**config.mk**
```make
export PLATFORM = sky130hd
export DESIGN_NAME = pa_soc_uart_tx
export DESIGN_NICKNAME = d
export VERILOG_FILES = /design/src/rtl/pa_soc_uart_tx_pkg.sv /design/src/rtl/pa_soc_uart_fifo.sv /design/src/rtl/pa_soc_uart_tx.sv
export SDC_FILE = /design/constraint.sdc
export NUM_CORES = 1
export LEC_CHECK = 0
export ABC_AREA = 1
export ABC_CLOCK_PERIOD_IN_PS = 6920
export CAP_MARGIN = 20
export CORE_ASPECT_RATIO = 0.5
export CORE_MARGIN = 5
export CORE_UTILIZATION = 49
export DETAILED_ROUTE_END_ITERATION = 12
export DONT_BUFFER_PORTS = 1
export PLACE_DENSITY = 0.69
export SYNTH_ARGS = -nofsm -noshare
export SYNTH_HDL_FRONTEND = slang
export SYNTH_SLANG_ARGS = --single-unit
export TNS_END_PERCENT = 20
```
**constraint.sdc**
```tcl
create_clock -name clk_i -period 6.92 [get_ports clk_i]
set_input_delay 1.384 -clock clk_i [delete_from_list [all_inputs] [get_ports clk_i]]
set_output_delay 1.384 -clock clk_i [all_outputs]
set_load 0.01 [all_outputs]
```
**src/rtl/pa_soc_uart_tx_pkg.sv**
```systemverilog
// Shared definitions for the SoC UART transmitter: register offsets, frame FSM states, divisor default.
package pa_soc_uart_tx_pkg;

  localparam logic [1:0]  ADDR_TXDATA      = 2'd0;
  localparam logic [1:0]  ADDR_BAUDDIV     = 2'd1;
  localparam logic [1:0]  ADDR_PARCFG      = 2'd3;
  localparam logic [15:0] BAUD_DIV_DEFAULT = 16'd434;

  typedef enum logic [2:0] {
    ST_IDLE   = 3'd0,
    ST_START  = 3'd1,
    ST_DATA   = 3'd2,
    ST_PARITY = 3'd3,
    ST_STOP   = 3'd4
  } tx_state_e;

  // A divisor of 0 or 1 would leave no room for the reload value, so floor it at 2.
  function automatic logic [15:0] clamp_div(input logic [15:0] v);
    return (v < 16'd2) ? 16'd2 : v;
  endfunction

endpackage

```
**src/rtl/pa_soc_uart_fifo.sv**
```systemverilog
// Generic synchronous FIFO, 1-cycle push-to-visible latency, combinational head read.
// Push while full and pop while empty are ignored; pointers carry one extra wrap bit.
module pa_soc_uart_fifo #(
  parameter int DEPTH = 8,
  parameter int WIDTH = 8
) (
  input  logic                     clk_i,
  input  logic                     rst_i,
  input  logic                     push_i,
  input  logic [WIDTH-1:0]         push_dat_i,
  input  logic                     pop_i,
  output logic [WIDTH-1:0]         pop_dat_o,
  output logic                     full_o,
  output logic                     empty_o,
  output logic [$clog2(DEPTH):0]   level_o
);
  localparam int AW = $clog2(DEPTH);

  logic [WIDTH-1:0] mem_q [DEPTH];
  logic [AW:0]      wr_ptr_q, wr_ptr_d;
  logic [AW:0]      rd_ptr_q, rd_ptr_d;
  logic             push_ok, pop_ok;

  assign empty_o   = (wr_ptr_q == rd_ptr_q);
  assign full_o    = (wr_ptr_q[AW] != rd_ptr_q[AW]) &&
                     (wr_ptr_q[AW-1:0] == rd_ptr_q[AW-1:0]);
  assign level_o   = wr_ptr_q - rd_ptr_q;
  assign pop_dat_o = mem_q[rd_ptr_q[AW-1:0]];
  assign push_ok   = push_i & ~full_o;
  assign pop_ok    = pop_i & ~empty_o;

  always_comb begin
    wr_ptr_d = wr_ptr_q + (AW+1)'(push_ok);
    rd_ptr_d = rd_ptr_q + (AW+1)'(pop_ok);
  end

  always_ff @(posedge clk_i) begin
    if (rst_i) begin
      wr_ptr_q <= '0;
      rd_ptr_q <= '0;
    end else begin
      wr_ptr_q <= wr_ptr_d;
      rd_ptr_q <= rd_ptr_d;
    end
  end

  always_ff @(posedge clk_i) begin
    if (push_ok) mem_q[wr_ptr_q[AW-1:0]] <= push_dat_i;
  end

endmodule

```
**src/rtl/pa_soc_uart_tx.sv**
```systemverilog
// Memory-mapped 8N1 UART transmitter (LSB first); PA_UART_TX_PARITY_EN adds a parity bit.
// Write-to-start-bit latency 2 edges; TXDATA writes into a full FIFO are dropped.
module pa_soc_uart_tx
  import pa_soc_uart_tx_pkg::*;
#(
  parameter int          FIFO_DEPTH   = 8,
  parameter logic [15:0] BAUD_DIV_RST = BAUD_DIV_DEFAULT
) (
  input  logic                          clk_i,
  input  logic                          rst_i,
  input  logic                          wr_en_i,
  input  logic [1:0]                    wr_addr_i,
  input  logic [31:0]                   wr_data_i,
  output logic                          txd_o,
  output logic                          tx_busy_o,
  output logic                          fifo_full_o,
  output logic                          fifo_empty_o,
  output logic [$clog2(FIFO_DEPTH):0]   fifo_level_o,
  output logic                          irq_o
);
  tx_state_e   state_q, state_d;
  logic [15:0] div_q;
  logic [15:0] baud_cnt_q, baud_cnt_d;
  logic [2:0]  bit_cnt_q, bit_cnt_d;
  logic [7:0]  shift_q, shift_d;
  logic        txd_q, txd_d;
  logic        push, pop, bit_done;
  logic [7:0]  head_dat;
  logic        unused_wr_hi;

  assign unused_wr_hi = ^wr_data_i[31:16];
  assign push         = wr_en_i && (wr_addr_i == ADDR_TXDATA);
  assign bit_done     = (baud_cnt_q == 16'd0);

  pa_soc_uart_fifo #(
    .DEPTH (FIFO_DEPTH),
    .WIDTH (8)
  ) u_fifo (
    .clk_i      (clk_i),
    .rst_i      (rst_i),
    .push_i     (push),
    .push_dat_i (wr_data_i[7:0]),
    .pop_i      (pop),
    .pop_dat_o  (head_dat),
    .full_o     (fifo_full_o),
    .empty_o    (fifo_empty_o),
    .level_o    (fifo_level_o)
  );

`ifdef PA_UART_TX_PARITY_EN
  logic par_q, odd_q;

  // Parity is latched with the byte so a mode change mid-frame cannot corrupt it.
  always_ff @(posedge clk_i) begin
    if (rst_i) begin
      par_q <= 1'b0;
      odd_q <= 1'b0;
    end else begin
      if (pop) par_q <= (^head_dat) ^ odd_q;
      if (wr_en_i && (wr_addr_i == ADDR_PARCFG)) odd_q <= wr_data_i[0];
    end
  end
`endif

  always_comb begin
    state_d    = state_q;
    baud_cnt_d = bit_done ? (div_q - 16'd1) : (baud_cnt_q - 16'd1);
    bit_cnt_d  = bit_cnt_q;
    shift_d    = shift_q;
    txd_d      = txd_q;
    pop        = 1'b0;
    case (state_q)
      ST_IDLE: begin
        txd_d      = 1'b1;
        baud_cnt_d = div_q - 16'd1;
        if (!fifo_empty_o) begin
          pop     = 1'b1;
          shift_d = head_dat;
          state_d = ST_START;
          txd_d   = 1'b0;
        end
      end
      ST_START: if (bit_done) begin
        state_d   = ST_DATA;
        bit_cnt_d = 3'd0;
        txd_d     = shift_q[0];
      end
      ST_DATA: if (bit_done) begin
        if (bit_cnt_q == 3'd7) begin
`ifdef PA_UART_TX_PARITY_EN
          state_d = ST_PARITY;
          txd_d   = par_q;
`else
          state_d = ST_STOP;
          txd_d   = 1'b1;
`endif
        end else begin
          shift_d   = shift_q >> 1;
          bit_cnt_d = bit_cnt_q + 3'd1;
          txd_d     = shift_q[1];
        end
      end
`ifdef PA_UART_TX_PARITY_EN
      ST_PARITY: if (bit_done) begin
        state_d = ST_STOP;
        txd_d   = 1'b1;
      end
`endif
      // Back-to-back frames: a queued byte starts right after the stop bit.
      ST_STOP: if (bit_done) begin
        if (!fifo_empty_o) begin
          pop     = 1'b1;
          shift_d = head_dat;
          state_d = ST_START;
          txd_d   = 1'b0;
        end else begin
          state_d = ST_IDLE;
          txd_d   = 1'b1;
        end
      end
      default: begin
        state_d = ST_IDLE;
        txd_d   = 1'b1;
      end
    endcase
  end

  always_ff @(posedge clk_i) begin
    if (rst_i) begin
      state_q    <= ST_IDLE;
      baud_cnt_q <= '0;
      bit_cnt_q  <= '0;
      shift_q    <= '0;
      txd_q      <= 1'b1;
      div_q      <= BAUD_DIV_RST;
    end else begin
      state_q    <= state_d;
      baud_cnt_q <= baud_cnt_d;
      bit_cnt_q  <= bit_cnt_d;
      shift_q    <= shift_d;
      txd_q      <= txd_d;
      if (wr_en_i && (wr_addr_i == ADDR_BAUDDIV)) div_q <= clamp_div(wr_data_i[15:0]);
    end
  end

  assign txd_o     = txd_q;
  assign tx_busy_o = (state_q != ST_IDLE);
  assign irq_o     = fifo_empty_o & ~tx_busy_o;

endmodule

```
### Word level (Yosys, flattened, before mapping)

Memory sizes are Yosys's and may differ from the RTL's. A register that Yosys moved wholly into a read port is not among the register bits.
Cells that the tools add are included.

| storage, ports and cells | value |
|---|---|
| bits in registers | 55 |
| RAM bits | 64 |
| input port bits | 37 |
| output and inout port bits | 9 |
| logic and storage cells | 80 |
| memories kept | 1 |

| cells by class | value |
|---|---|
| add/sub/neg operators | 6 |
| $lt $le $gt $ge | 1 |
| equality and inequality tests | 14 |
| mux-type cells | 31 |
| bitwise operators | 6 |
| reduce and logical (&&, ||, !) cells | 13 |

Memory list:

| memory | depth | width | rd ports | clocked after memory_dff | write ports | RTL line | source |
|---|---|---|---|---|---|---|---|
| u_fifo.mem_q | 8 | 8 | 1 | 1 | 1 | pa_soc_uart_fifo.sv:19 | `logic [WIDTH-1:0] mem_q [DEPTH];` |

Operators with widths:

| cell | count |
|---|---|
| 2-to-1 mux 16 bit | 3 |
| 2-to-1 mux 8 bit | 4 |
| subtractor 16 x 1 -> 16 bit, second input constant | 2 |
| 2-to-1 mux 3 bit | 9 |
| one-hot mux 8 bit (3 select lines) | 1 |
| logical NOT 16 bit | 1 |
| < comparator 16 x 2 -> 1 bit, second input constant | 1 |
| inequality test 2 bit, second input constant | 6 |
| one-hot mux 3 bit (4 select lines) | 1 |
| 2-to-1 mux 1 bit | 10 |
| adder 4 x 1 -> 4 bit | 2 |
| AND reduction 4 bit | 2 |
| equality test 3 bit, second input constant | 2 |
| one-hot mux 3 bit (2 select lines) | 1 |
| nonzero test 3 bit | 2 |
| AND reduction 5 bit | 1 |
| equality test 4 bit | 1 |
| one-hot mux 1 bit (4 select lines) | 1 |
| subtractor 4 bit | 1 |
| adder 3 x 1 -> 3 bit, second input constant | 1 |
| AND 1 bit | 3 |
| equality test 3 x 1 -> 1 bit, second input constant | 1 |
| equality test 3 x 2 -> 1 bit, second input constant | 1 |
| equality test 3 bit | 1 |
| other kinds (9) | 13 |

### Logic depth before layout (Yosys ltp)

| depth | value |
|---|---|
| depth in word-level cells | 7 |
| gate-level depth with buffers | 13 |

### Modules after synthesis

Synthesis repeated with hierarchy kept, for this count alone.

| second synthesis, totals | value |
|---|---|
| cells, all modules | 807 |
| area, all modules | 6309.8 um^2 |

By module, submodules not included:

| module | times used | cells an instance | area an instance (um^2) | seq. area each (um^2) |
|---|---|---|---|---|
| pa_soc_uart_fifo | 1 | 358 | 3369.5 | 2082.0 |
| pa_soc_uart_tx | 1 | 449 | 2940.3 | 940.9 |

### Worst setup path after synthesis

No wires, ideal clock.

| timing path | value |
|---|---|
| kind | flip-flop to output port |
| from | reg u_fifo.rd_ptr_q[2] |
| to | out fifo_level_o[3] |
| arrival | 1.471 ns |
| path slack | 4.065 ns |
| cell stages (with the launch flop) | 7 |
| buffers on the path | 1 |
| path through | dfxtp_1 > inv_1 > clkbuf_1 > ha_1 > nand2_1 > o21ai_0 > xor2_1 |

| between the ends | value |
|---|---|
| longest elaborated chain between the ends | 1 |

RTL lines:

| what | RTL line | source |
|---|---|---|
| start, declared | pa_soc_uart_fifo.sv:21 | `logic [AW:0] rd_ptr_q, rd_ptr_d;` |
| start signal, assigned | pa_soc_uart_fifo.sv:43 | `rd_ptr_q <= rd_ptr_d;` |
| subtractor 4 bit | pa_soc_uart_fifo.sv:27 | `assign level_o = wr_ptr_q - rd_ptr_q;` |
| end, declared | pa_soc_uart_tx.sv:18 | `output logic [$clog2(FIFO_DEPTH):0] fifo_level_o,` |

No other way between the ends.

### Final worst setup path

| timing path | value |
|---|---|
| from | reg u_fifo.rd_ptr_q[1] |
| to | out irq_o |

| between the ends | value |
|---|---|
| longest elaborated chain between the ends | 2 |

RTL lines:

| what | RTL line | source |
|---|---|---|
| equality test 4 bit | pa_soc_uart_fifo.sv:24 | `assign empty_o = (wr_ptr_q == rd_ptr_q);` |
| AND 1 bit | pa_soc_uart_tx.sv:148 | `assign irq_o = fifo_empty_o & ~tx_busy_o;` |
| end, declared | pa_soc_uart_tx.sv:19 | `output logic irq_o` |

No other way between the ends.

==> metrics.yaml <==
cts.path.max_buffers: 2
antenna_found_initial: 0
synthDominantAreaCellType: "sky130_fd_sc_hd__edfxtp_1"
netlist_area_before_placement_um2: 5840
vias_per_cell: 4.99
synth_ff_type: "sky130_fd_sc_hd__edfxtp_1"
drt_drc_violations_left: 0
period_minus_slack_ns: 3.96
criticalPathCategory: "flop to output port"
hold_path_depth: 2
synth_async_sr_flop_share_pct: 0
cts_hold_buf: 0
max_clock_freq_mhz: 253
cp.required_ns: 5.54
worst_r2r_startpoint: "u_fifo.rd_ptr_q[1]"
top_cell_type_s_share_of_synthesized_area_pct: 32.9
number_of_h_tree_levels: 4
vdd_drop_max_mv: 0.192
yosysWarnings: 0
root_cell_of_the_clock_tree: "sky130_fd_sc_hd__clkbuf_16"
power.density_cell_area_nw_per_um2: 373
detailedRoute.firstPassIterationCount: 5
tns_ns: 0
detailedPlacementHpwl_mm: 8.46
yosysSeqAreaShare_pct: 51.7
setup_viol: 0
grt_usage_pct: 19.5
dieArea_um2: 14300
globalRoute.totalOverflow: 0
final_nets: 770
worst_slew_margin_pct: 38.7
totalPowerFinal_uw: 2480
wire_length_of_the_first_global_routing_pass_mm: 21.6
hold-path-endpoint: "shift_q[7]"
filler_cells: 1033
synth_fp_nets: 762
gp_routability_congestion: 0.827
worst_case_reg_to_reg_path_depth: 8
status: "complete, no violations"
wl_per_cell_um: 13.9
count_of_placed_standard_cells_in_the_final_layout_fillers_left_out: 899
worst-r2r-setup-slack_ns: 3.79
design_area_um2: 6640
finClkSkew_ns: 0.00763
reg2reg_to: "u_fifo.mem_q[6][6]"
clock_latency_ns: 0.41
synthToLayoutAreaGrowth_pct: 13.7
tritoncts: "yes"
cts_made_buffers: 17
routed_wl_mm: 12.5
min-delay-path-class: "flop to flop"
post_synth.cell_area_avg_um2: 8.20
maximum_number_of_pins_on_one_net_before_global_route_repair: 46
synth_most_common_cell: "sky130_fd_sc_hd__nand2_1"
dp_cells: 864
grt_setup_unrepaired: "false"
period_share_pct: 57.2
starting_density_of_the_core_pct: 49.8
maxSlewViolCount: 0
synthesis.instances: 713
cellLeakagePower_uw: 0.00288
timing.critical_path.from_type: "flop"
num_rows: 28
timing.critical_path.fanout_max: 20
die_y_um: 87.2
path_clk_slew_ns: 0.06
critical_path.startpoint: "u_fifo.rd_ptr_q[1]"
coreArea_um2: 11700
placement.io_buffers: 0
vias: 4490
ys_seq_elements: 119
first_global_vias: 4407
cts_num_sinks: 119
floorplan_die_width_um: 164
report.final.hold_viol_count: 0
number_of_synthesized_flops_with_an_enable_pin: 64
post-cts-setup-buffer-count: 0
timing.hold.worst.start: "shift_q[7]"
tightest_slew_ns: 0.918
yosys-top-cells-count: "sky130_fd_sc_hd__nand2_1, sky130_fd_sc_hd__nor2_1, sky130_fd_sc_hd__inv_1"
netlist_top_cells_area: "sky130_fd_sc_hd__edfxtp_1, sky130_fd_sc_hd__dfxtp_1, sky130_fd_sc_hd__nand2_1, sky130_fd_sc_hd__nor2_1, sky130_fd_sc_hd__inv_1"
drt_iter0_drc: 366
cap_violations: 0
post_route_cells_drive_above_1_share_pct: 9.13
detail-route-antenna-nets: 0
worst-endpoint-arrival_ns: 2.57
num_antenna_cells: 0
io_pins: 46
placed_area_um2: 5990
crit_path_end_kind: "output port"
number_of_different_library_cells_in_the_post_synthesis_netlist: 34
cts-resized-gates: 0
-- logic make-up (layout without fill, tap and decap cells) --
group                      count (synthesis)  in the layout  synth area share (%)
adders and majority gates                 12             12                  2.70
buffers and inverters                    102            123                  7.11
DFF                                      119            119                  51.7
AOI/OAI and AO/OA                         83             83                  7.62
and+or+nand+nor                          374            374                  27.4
xor gates and xnor gates                  23             23                  3.45
-- cell type report --
cell class	instances	area [um^2]	area share [%]
Clock inverter	12	176	2.66
Inverter	80	300	4.52
Tap cell	165	206	3.11
Timing Repair Buffer	11	95.1	1.43
Clock buffer	20	437	6.57
Sequential cell	119	3020	45.5
Multi-Input combinational cell	492	2410	36.2
-- flip-flops by register name (all words and copies together), names as in the netlist --
register / flops
txd_o: 1
baud_cnt_q: 16
state_q: 3
u_fifo.mem_q: 64
u_fifo.wr_ptr_q: 4
shift_q: 8
u_fifo.rd_ptr_q: 4
bit_cnt_q: 3
div_q: 16
-- metal layers --
| layer | GRT usage [%] | vias up | wire length, um |
|---|---|---|---|
| met4 | 6.87 | 0 | 183 |
| met3 | 5.53 | 17 | 677 |
| li1 | - | 2310 | - |
| met2 | 32.4 | 115 | 5870 |
| met5 | 0 | - | 0 |
| met1 | 24.8 | 2048 | 5800 |
-- power by group --
part / leakage (uW) / internal, uW / switching, uW
Sequential: 0.00103 / 828 / 71.6
Clock: 0.000294 / 602 / 314
Combinational: 0.00156 / 225 / 439
-- worst max-delay path by stage --
stage | slack [ns] | cells past startpoint | end
2_1_floorplan | 4.06 | 6 | fifo_level_o[3]
3_3_place_gp | 3.41 | 6 | irq_o
3_5_place_dp | 3.39 | 6 | irq_o
4_1_cts | 2.93 | 6 | irq_o
5_1_grt | 2.74 | 6 | irq_o
6_report | 2.96 | 6 | irq_o
-- cells in the final DEF (no fill, tap or decap), types with 9 or more instances in the layout --
| cell type | instances |
|---|---|
| sky130_fd_sc_hd__dfxtp_1 | 55 |
| sky130_fd_sc_hd__nand3_1 | 35 |
| sky130_fd_sc_hd__nor2_1 | 134 |
| sky130_fd_sc_hd__nor3_1 | 12 |
| sky130_fd_sc_hd__xor2_1 | 9 |
| sky130_fd_sc_hd__a21oi_1 | 30 |
| sky130_fd_sc_hd__o211ai_1 | 10 |
| sky130_fd_sc_hd__xnor2_1 | 14 |
| sky130_fd_sc_hd__edfxtp_1 | 64 |
| sky130_fd_sc_hd__inv_1 | 78 |
| sky130_fd_sc_hd__o21ai_0 | 36 |
| sky130_fd_sc_hd__nand2_1 | 162 |
| sky130_fd_sc_hd__clkbuf_16 | 17 |
| sky130_fd_sc_hd__ha_1 | 11 |
-- per-stage QoR --
| step | utilization, % | hold WS, ns | setup slack (ns) |
|---|---|---|---|
| 3_3_place_gp | 50.9 | 0.470 | 3.41 |
| 5_1_grt | 56.6 | 0.544 | 2.74 |
| 6_report | 56.6 | 0.485 | 2.96 |
| 2_1_floorplan | - | 0.452 | 4.06 |
| 3_5_place_dp | 51.0 | 0.472 | 3.39 |
| 4_1_cts | 56.2 | 0.487 | 2.93 |
-- worst max-delay path, stage by stage (launching register included) --
cell	delay, ns
sky130_fd_sc_hd__dfxtp_1	0.91
sky130_fd_sc_hd__inv_1	0.28
sky130_fd_sc_hd__ha_1	0.36
sky130_fd_sc_hd__nand2_1	0.06
sky130_fd_sc_hd__nor2_1	0.12
sky130_fd_sc_hd__nand2_1	0.16
sky130_fd_sc_hd__nor2_1	0.27
No activity file was read; power rests on OpenSTA's default activity.
